[config.mk]
export PLATFORM = sky130hd
export DESIGN_NAME = dmem_port_arbiter
export DESIGN_NICKNAME = d
export VERILOG_FILES = /design/src/rtl/dmem_arb_pkg.sv /design/src/rtl/arb_rr2.sv /design/src/rtl/dmem_port_arbiter.sv
export SDC_FILE = /design/constraint.sdc
export NUM_CORES = 1
export LEC_CHECK = 0
export CAP_MARGIN = 20
export CORE_MARGIN = 5
export CORE_UTILIZATION = 26
export DETAILED_ROUTE_END_ITERATION = 8
export HOLD_SLACK_MARGIN = 0.12
export SYNTH_ARGS = -nofsm -noshare
export SYNTH_HDL_FRONTEND = slang
export SYNTH_SLANG_ARGS = --single-unit
[constraint.sdc]
create_clock -name clk -period 9.4 [get_ports clk]
set_clock_uncertainty 0.2 [all_clocks]
set_input_delay 1.88 -clock clk [delete_from_list [all_inputs] [get_ports clk]]
set_output_delay 1.88 -clock clk [all_outputs]
set_load 0.02 [all_outputs]
[src/rtl/dmem_arb_pkg.sv]
// Shared encodings for the data-memory port arbiter: FSM states and port owner IDs.
package dmem_arb_pkg;

    typedef enum logic [1:0] {
        S_IDLE  = 2'd0,
        S_ISSUE = 2'd1,
        S_WAIT  = 2'd2,
        S_DONE  = 2'd3
    } arb_state_t;

    localparam logic OWN_CPU  = 1'b0;
    localparam logic OWN_HOST = 1'b1;

endpackage

[src/rtl/arb_rr2.sv]
// Two-requester round-robin grant: on a tie the requester that did not win last time is chosen.
module arb_rr2
    import dmem_arb_pkg::*;
(
    input  logic [1:0] req,
    input  logic       last,
    output logic [1:0] gnt
);

    // gnt[0] is the CPU, gnt[1] is the host
    always_comb begin
        gnt = req;
        if (req == 2'b11) begin
            gnt = (last == OWN_HOST) ? 2'b01 : 2'b10;
        end
    end

endmodule

[src/rtl/dmem_port_arbiter.sv]
// Shares a single-ported fixed-latency data memory between the CPU data port and a host loader,
// stalling the CPU until its access completes.
module dmem_port_arbiter
    import dmem_arb_pkg::*;
#(
    parameter int MEM_LATENCY = 1,
    parameter int CNT_W       = 4
) (
    input  logic        clk,
    input  logic        reset,
    input  logic        cpu_req,
    input  logic [31:0] cpu_addr,
    input  logic [31:0] cpu_wdata,
    input  logic [3:0]  cpu_we,
    output logic [31:0] cpu_rdata,
    output logic        cpu_stall,
    input  logic        host_req,
    input  logic [31:0] host_addr,
    input  logic [31:0] host_wdata,
    input  logic [3:0]  host_we,
    output logic        host_gnt,
    output logic        host_rvalid,
    output logic [31:0] host_rdata,
    output logic        mem_en,
    output logic [31:0] mem_addr,
    output logic [31:0] mem_wdata,
    output logic [3:0]  mem_we,
    input  logic [31:0] mem_rdata
);

    localparam logic [CNT_W-1:0] CNT_INIT = CNT_W'(MEM_LATENCY - 1);

    arb_state_t       state;
    logic             owner;
    logic             last_owner;
    logic [CNT_W-1:0] cnt;
    logic [31:0]      addr_q;
    logic [31:0]      wdata_q;
    logic [3:0]       we_q;
    logic [31:0]      rdata_q;
    logic [31:0]      cpu_rdata_q;
    logic [31:0]      host_rdata_q;
    logic [1:0]       gnt;
    logic             done_cpu;
    logic             done_host_rd;

    arb_rr2 u_arb (
        .req  ({host_req, cpu_req}),
        .last (last_owner),
        .gnt  (gnt)
    );

    assign done_cpu     = (state == S_DONE) && (owner == OWN_CPU);
    assign done_host_rd = (state == S_DONE) && (owner == OWN_HOST) && (we_q == 4'h0);

    always_ff @(posedge clk or posedge reset) begin
        if (reset) begin
            state        <= S_IDLE;
            owner        <= OWN_CPU;
            last_owner   <= OWN_HOST;
            cnt          <= '0;
            addr_q       <= '0;
            wdata_q      <= '0;
            we_q         <= '0;
            rdata_q      <= '0;
            cpu_rdata_q  <= '0;
            host_rdata_q <= '0;
        end else begin
            case (state)
                S_IDLE: begin
                    if (gnt != 2'b00) begin
                        owner      <= gnt[1];
                        last_owner <= gnt[1];
                        addr_q     <= gnt[1] ? host_addr  : cpu_addr;
                        wdata_q    <= gnt[1] ? host_wdata : cpu_wdata;
                        we_q       <= gnt[1] ? host_we    : cpu_we;
                        state      <= S_ISSUE;
                    end
                end
                S_ISSUE: begin
                    if (we_q != 4'h0) begin
                        state <= S_DONE;
                    end else if (MEM_LATENCY == 1) begin
                        rdata_q <= mem_rdata;
                        state   <= S_DONE;
                    end else begin
                        cnt   <= CNT_INIT;
                        state <= S_WAIT;
                    end
                end
                // Read data is valid in the WAIT cycle whose decrement brings cnt to zero
                S_WAIT: begin
                    cnt <= cnt - CNT_W'(1);
                    if (cnt == CNT_W'(1)) begin
                        rdata_q <= mem_rdata;
                        state   <= S_DONE;
                    end
                end
                S_DONE: begin
                    if (done_cpu) begin
                        cpu_rdata_q <= rdata_q;
                    end
                    if (done_host_rd) begin
                        host_rdata_q <= rdata_q;
                    end
                    state <= S_IDLE;
                end
                default: state <= S_IDLE;
            endcase
        end
    end

    assign mem_en      = (state == S_ISSUE);
    assign mem_we      = (state == S_ISSUE) ? we_q : 4'h0;
    assign mem_addr    = addr_q;
    assign mem_wdata   = wdata_q;
    assign host_gnt    = (state == S_ISSUE) && (owner == OWN_HOST);
    assign host_rvalid = done_host_rd;
    assign host_rdata  = done_host_rd ? rdata_q : host_rdata_q;
    assign cpu_rdata   = done_cpu ? rdata_q : cpu_rdata_q;
    assign cpu_stall   = cpu_req & ~done_cpu;

endmodule

==> results of run 1 <==
==> power groups by stage <==
stage	logic, W	clock network (W)	registers, W
5_1_grt	0.00238	0.000769	0.00137
3_3_place_gp	0.00221	0	0.00131
3_5_place_dp	0.00223	0	0.00133
6_report	0.00219	0.000711	0.00132
4_1_cts	0.00223	0.000741	0.00132
2_1_floorplan	0.00120	0	0.00143
==> state kept, by name, indices dropped and copies added, names as in the netlist <==
name,flops
cnt,4
cpu_rdata_q,32
host_rdata_q,32
last_owner,1
mem_addr,32
mem_wdata,32
owner,1
rdata_q,32
state,2
we_q,4
==> kinds of logic after synthesis <==
logic type / count (synthesis) / synth area share (%)
buffers and inverters: 98 / 5.93
muxes: 198 / 24.5
adders and majority gates: 6 / 0.859
and+or+nand+nor: 147 / 7.87
AOI/OAI and AO/OA: 141 / 11.3
xor gates and xnor gates: 3 / 0.301
DFF: 172 / 49.3
==> cell type report <==
cell class / count / area [um2]
clock buffers: 19 / 443
multi-input cells: 495 / 3960
well taps: 448 / 561
flip-flops and latches: 172 / 4310
clock inverters: 13 / 129
inverters: 37 / 144
fillers: 3348 / 20700
repair buffers: 315 / 3130
==> final timing paths <==
path / from / to / slack [ps]
min in group asynchronous: reset / mem_addr[7]$_DFFE_PP0P_ / 1640
setup / recovery: we_q[0]$_DFFE_PP0P_ / host_rdata[22] / 3930
setup reg to reg: state[0]$_DFFE_PP0P_ / rdata_q[29]$_DFFE_PP0P_ / 6150
max in group asynchronous: reset / cpu_rdata_q[8]$_DFFE_PP0N_ / 6100
hold reg to reg: host_rdata_q[21]$_DFFE_PP0N_ / host_rdata_q[21]$_DFFE_PP0N_ / 280
hold / removal: host_rdata_q[21]$_DFFE_PP0N_ / host_rdata_q[21]$_DFFE_PP0N_ / 280
==> through the flow <==
step                      cells  utilization, %
final                      1499            38.0
after CTS                  1499            38.0
after global routing       1499            38.0
after detailed placement   1467            36.3
after floorplan             765               -
after global placement     1467            36.3
==> placed cells by master (no fill, tap or decap), types with 2 or more instances in the layout <==
| master | count |
|---|---|
| clkdlybuf4s50_1 | 307 |
| dfrtp_1 | 171 |
| mux2_1 | 112 |
| mux2i_1 | 69 |
| nand2_1 | 69 |
| o21ai_1 | 68 |
| inv_1 | 36 |
| nor2_1 | 34 |
| a31oi_1 | 33 |
| or3_1 | 32 |
| o221a_2 | 31 |
| mux2_2 | 17 |
| clkbuf_16 | 17 |
| inv_6 | 9 |
| buf_4 | 8 |
| and2_1 | 4 |
| ha_1 | 4 |
| xor2_1 | 2 |
| a21oi_1 | 2 |
| ha_2 | 2 |
| clkinvlp_4 | 2 |
==> routing by layer <==
metal,global-route usage [%],wire [um],part of all wire (%)
met2,22.0,11900,48
met5,0,0,0
met1,17.1,11200,45
met3,4.42,1630,6.5
met4,3.04,217,0.87
==> critical path: stages (launching register included) <==
cell and delay [ps]:
dfrtp_1 440, nor4_4 270, buf_4 420, and3_4 800, mux2_1 390, clkdlybuf4s50_1 540
==> summary.txt, run 1 <==
STA
  – Achievable clock frequency: 0.183 GHz
  – RSZ-0062 raised after global routing: no
  – Final setup viols: 0
  – PnR worst setup slack: 3930 ps
  – Final Cycle Share: 58.2%
  – Final slew viol count: 0
  – Worst-Margin Slew: 1080 ps
  – Slew headroom: 27.9%
  – Total negative slack: 0 ps
  – Min Clock Period, post-route: 5470 ps
  – Fin. Hold Viols: 0
  – Worst hold slack: 281 ps

Synth
  – Mapped Area: 0.00874 mm2
  – Ys flop type: dfrtp_1
  – Number of flops mapped to enable cells by yosys: 0
  – Synth cell types: 36
  – Mapped Cells: 765
  – Async SR Flop Fraction: 100%
  – Most common cell in the synthesized netlist: dfrtp_1
  – Synthesized net count: 943
  – Synth area leader: dfrtp_1
  – Top cells by area, synth: dfrtp_1 (49%), mux2_1 (14%), mux2i_1 (7.9%)
  – Synth Area per Inst: 11.4 um2
  – Seq cells post-synth: 172
  – List of most frequent post-synthesis cells: dfrtp_1 (171), mux2_1 (112), mux2i_1 (69), nand2_1 (69), o21ai_1 (69)
  – Top cell type's share of synthesized area: 49.0%
  – Yosys warning count: 0
  – Seq/Total Area, Yosys: 49.3%

Placed design
  – GPL Wtd Cong: 0.728
  – Placement Cell Area: 0.0121 mm2
  – Port Buffers: 307
  – Post-DP HPWL: 18.0 mm
  – Pre-CTS setup slack: 3930 ps

Floorplanning
  – Die height: 193 um
  – I/O pin cnt: 308
  – Die area: 0.0374 mm2
  – FP Rows: 67
  – Starting density of the core: 26.2%
  – Die Wd: 193 um
  – Core Box Area: 0.0334 mm2

Pwr
  – Switching power: 0.00169 W
  – Worst vdd ir: 0.124 mV
  – Pwr per Cell Area: 333 mW/mm2
  – Combinational share of power: 51.9%
  – Clk pwr share: 16.9%
  – Total leakage power: 5.05 nW
  – Int Power: 0.00253 W
  – Pwr Total: 0.00422 W
  – Sw frac: 40.1%
  – Flop pwr share: 31.3%

Global route
  – Largest net degree at the start of global routing: 93
  – Global-route wire length before repair: 40.2 mm
  – Total track usage: 13.4%
  – Initial antenna violation count: 0
  – Vias in the first global route: 6953
  – Grt ovf: 0

Clock tree
  – Clock-pin slew on the worst setup and hold paths: 70 ps
  – Clock buffer count from CTS: 17
  – CTS root buf: clkbuf_16
  – Worst skew pair latency: 430 ps
  – H-tree depth: 4
  – # hold bufs at CTS: 0
  – TritonCTS clock tree: done
  – Clock Path Buffers: 2
  – Quantity of gates resized following cts: 0
  – Post-CTS setup buffers: 0
  – Clock Sinks: 172

Route
  – Vias per cell: 4.42
  – TritonRoute pass-1 iters: 4
  – Final wirelength: 25.0 mm
  – Residual DRC count: 0
  – Via count: 6632
  – DRT iter0 DRCs: 267
  – DRT antenna net count: 0
  – Wire per inst: 16.7 um

Setup path
  – Kind of critical path: reg -> out
  – Crit path DAT: 3390 ps
  – Worst Setup End Kind: output pin
  – CP required: 7320 ps
  – Cells on worst reg2reg path: 6
  – Crit path launch type: register
  – Crit path max fanout: 65

Final layout
  – ANT cells: 0
  – Nets: 1216
  – Area growth, synth to finish: 45.0%
  – Cell area after layout: 0.0127 mm2
  – Layout cells sized above 1: 9.42%

Hold path
  – Hold Crit Class: reg -> reg
  – Hold depth: 1

Outcome
  – Status: finished clean

Flow run
  – Max-cap violation count: 0
Note: power is estimated with default switching activity, not from simulation.
==> run 2: changes to the inputs <==
==> constraint.sdc (replaced) <==
create_clock -name clk -period 5 [get_ports clk]
set_clock_uncertainty 0.2 [all_clocks]
set_input_delay 1 -clock clk [delete_from_list [all_inputs] [get_ports clk]]
set_output_delay 1 -clock clk [all_outputs]
set_load 0.02 [all_outputs]
==> run 2 against run 1 <==
- final area up 0.83%
- total power up 89%
- combinational power up 90%
- non-clock buffer count rose by 7
- setup slack worse by 3100 ps
- sequential share of layout area fell by 0.28 points
- die area unchanged
- sequential power grew 87%
- via count up 1.2%
- sequential cell count stayed put
- cell count grew 0.47%
- critical endpoint is now host_rdata[30]
==> summary.txt, run 2 (synthesis results as in run 1) <==
Outcome
  – Status: finished clean

Floorplanning
  – I/O pin cnt: 308 (unchanged)
  – Die area: 0.0374 mm2 (unchanged)
  – Core Box Area: 0.0334 mm2 (unchanged)
  – Starting density of the core: 26.2% (unchanged)
  – Die height: 193 um (unchanged)
  – FP Rows: 67 (unchanged)
  – Die Wd: 193 um (unchanged)

Clock tree
  – Worst skew pair latency: 430 ps (about the same)
  – Quantity of gates resized following cts: 0 (unchanged)
  – Post-CTS setup buffers: 0 (unchanged)
  – # hold bufs at CTS: 0 (unchanged)
  – Clock Path Buffers: 2 (unchanged)
  – Clock buffer count from CTS: 17 (unchanged)
  – CTS root buf: clkbuf_16
  – H-tree depth: 4 (unchanged)
  – Clock Sinks: 172 (unchanged)
  – TritonCTS clock tree: done
  – Clock-pin slew on the worst setup and hold paths: 70 ps (about the same)

STA
  – Final setup viols: 0 (unchanged)
  – Achievable clock frequency: 0.242 GHz
  – Total negative slack: 0 ps (unchanged)
  – Worst-Margin Slew: 1060 ps (-17.3 ps)
  – Final slew viol count: 0 (unchanged)
  – PnR worst setup slack: 875 ps (-3050 ps)
  – Fin. Hold Viols: 0 (unchanged)
  – Min Clock Period, post-route: 4130 ps
  – Final Cycle Share: 82.5%
  – Slew headroom: 29.0% (+1.2 points)
  – RSZ-0062 raised after global routing: no

Route
  – Final wirelength: 24.8 mm (-0.94%)
  – Residual DRC count: 0 (unchanged)
  – DRT iter0 DRCs: 215 (-19%)
  – TritonRoute pass-1 iters: 4 (unchanged)
  – DRT antenna net count: 0 (unchanged)
  – Vias per cell: 4.46 (+0.77%)
  – Via count: 6714 (+1.2%)
  – Wire per inst: 16.5 um (-1.4%)

Global route
  – Total track usage: 13.4% (about the same)
  – Vias in the first global route: 7146 (+2.8%)
  – Global-route wire length before repair: 40.3 mm (+0.40%)
  – Largest net degree at the start of global routing: 138 (+48%)
  – Initial antenna violation count: 1 (+1)
  – Grt ovf: 0 (unchanged)

Pwr
  – Flop pwr share: 31.1% (-0.2 points)
  – Worst vdd ir: 0.262 mV (+110%)
  – Total leakage power: 5.10 nW (+1.0%)
  – Switching power: 0.00317 W (+88%)
  – Clk pwr share: 16.6% (-0.3 points)
  – Int Power: 0.00478 W (+89%)
  – Sw frac: 39.9% (-0.16 points)
  – Combinational share of power: 52.3% (+0.4 points)
  – Pwr per Cell Area: 622 mW/mm2 (+87%)

Setup path
  – Crit path DAT: 2930 ps (-460 ps)
  – Kind of critical path: reg -> out
  – CP peak stage delay: 730 ps (-70 ps)
  – Cell family with most CP delay: simple AND/OR/NAND/NOR gates
  – Cells on worst reg2reg path: 3 (-3)
  – CP max stage cell: and3_4
  – CP bufs+invs: 1 (-1)
  – RR Endpoint: rdata_q[0]$_DFFE_PP0P_
  – Crit path launch type: register
  – CP required: 3800 ps (-3520 ps)
  – R2r startpoint: we_q[0]$_DFFE_PP0P_
  – Crit path max fanout: 61 (-6.2%)
  – R2r setup slk: 2410 ps (-3740 ps)
  – Worst Setup End Kind: output pin
  – Critical-path cell list: nor4_4, and3_4, mux2_1, clkdlybuf4s50_1

Final layout
  – Layout cells sized above 1: 10.1% (+0.69 points)
  – # fillers: 3325 (-0.69%)
  – Multi-input gate area: 0.00396 mm2 (unchanged)
  – FF+latch area: 0.00431 mm2 (unchanged)
  – Area growth, synth to finish: 46.2%
  – ANT cells: 0 (unchanged)
  – Most frequent cells in the layout: clkdlybuf4s50_1 (307), dfrtp_1 (171), mux2_1 (112), mux2i_1 (69), nand2_1 (69)
  – Commonest non-fill, non-tap cell in the layout: clkdlybuf4s50_1
  – Nets: 1223 (+0.58%)

Hold path
  – Hold depth: 1 (unchanged)
  – Hold Crit Class: reg -> reg
  – Hold Crit Endpoint: host_rdata_q[7]$_DFFE_PP0N_
  – Launch point of the worst hold path: host_rdata_q[7]$_DFFE_PP0N_

Placed design
  – Pre-CTS setup slack: 1280 ps (-2650 ps)
  – Post-DP HPWL: 18.0 mm (-0.32%)
  – GPL Wtd Cong: 0.735 (+0.96%)
  – Port Buffers: 307 (unchanged)

Flow run
  – Max-cap violation count: 0 (unchanged)
-- run 2: worst max-delay path by stage --
stage | to | depth (start not counted) | from
floorplan | cnt[0]$_DFFE_PP0N_ | 1 | reset
global placement | cpu_rdata[7] | 5 | state[1]$_DFFE_PP0P_
detailed placement | host_rdata[21] | 4 | we_q[0]$_DFFE_PP0P_
CTS | cpu_rdata[7] | 5 | state[1]$_DFFE_PP0P_
global route | cpu_rdata[19] | 5 | state[1]$_DFFE_PP0P_
finish | host_rdata[30] | 4 | we_q[0]$_DFFE_PP0P_
-- run 2: cell type report --
cell class,count,area share [%]
clock buffer,18,3.44
clock inverter,14,1.07
inverter,37,1.12
multi-input combinational,495,31.0
sequential,172,33.7
tap,448,4.39
timing repair buffer,322,25.3
-- run 2: stage by stage --
| stage | util (%) | power (W) | instance area, um2 | instances | hold WS [ps] |
|---|---|---|---|---|---|
| after floorplan | - | 0.00495 | 8740 | 765 | 250 |
| after global placement | 36.6 | 0.00667 | 12200 | 1474 | 261 |
| after detailed placement | 36.6 | 0.00673 | 12200 | 1474 | 267 |
| after CTS | 38.3 | 0.00811 | 12800 | 1506 | 284 |
| after global routing | 38.3 | 0.00855 | 12800 | 1506 | 292 |
| final | 38.3 | 0.00795 | 12800 | 1506 | 280 |
-- run 2: power by group through the flow --
stage / Clock [W] / Combinational, W / Sequential [W]
floorplan: 0 / 0.00226 / 0.00269
global placement: 0 / 0.00419 / 0.00248
detailed placement: 0 / 0.00424 / 0.00250
CTS: 0.00138 / 0.00425 / 0.00248
global route: 0.00145 / 0.00452 / 0.00258
finish: 0.00132 / 0.00416 / 0.00247
-- run 2: metal layers --
layer,up-vias,GRT usage [%],routed length (um)
met5,-,0,13
met4,2,2.96,278
met3,13,4.97,1860
met2,221,22.3,12000
met1,3191,16.6,10600
li1,3287,-,-
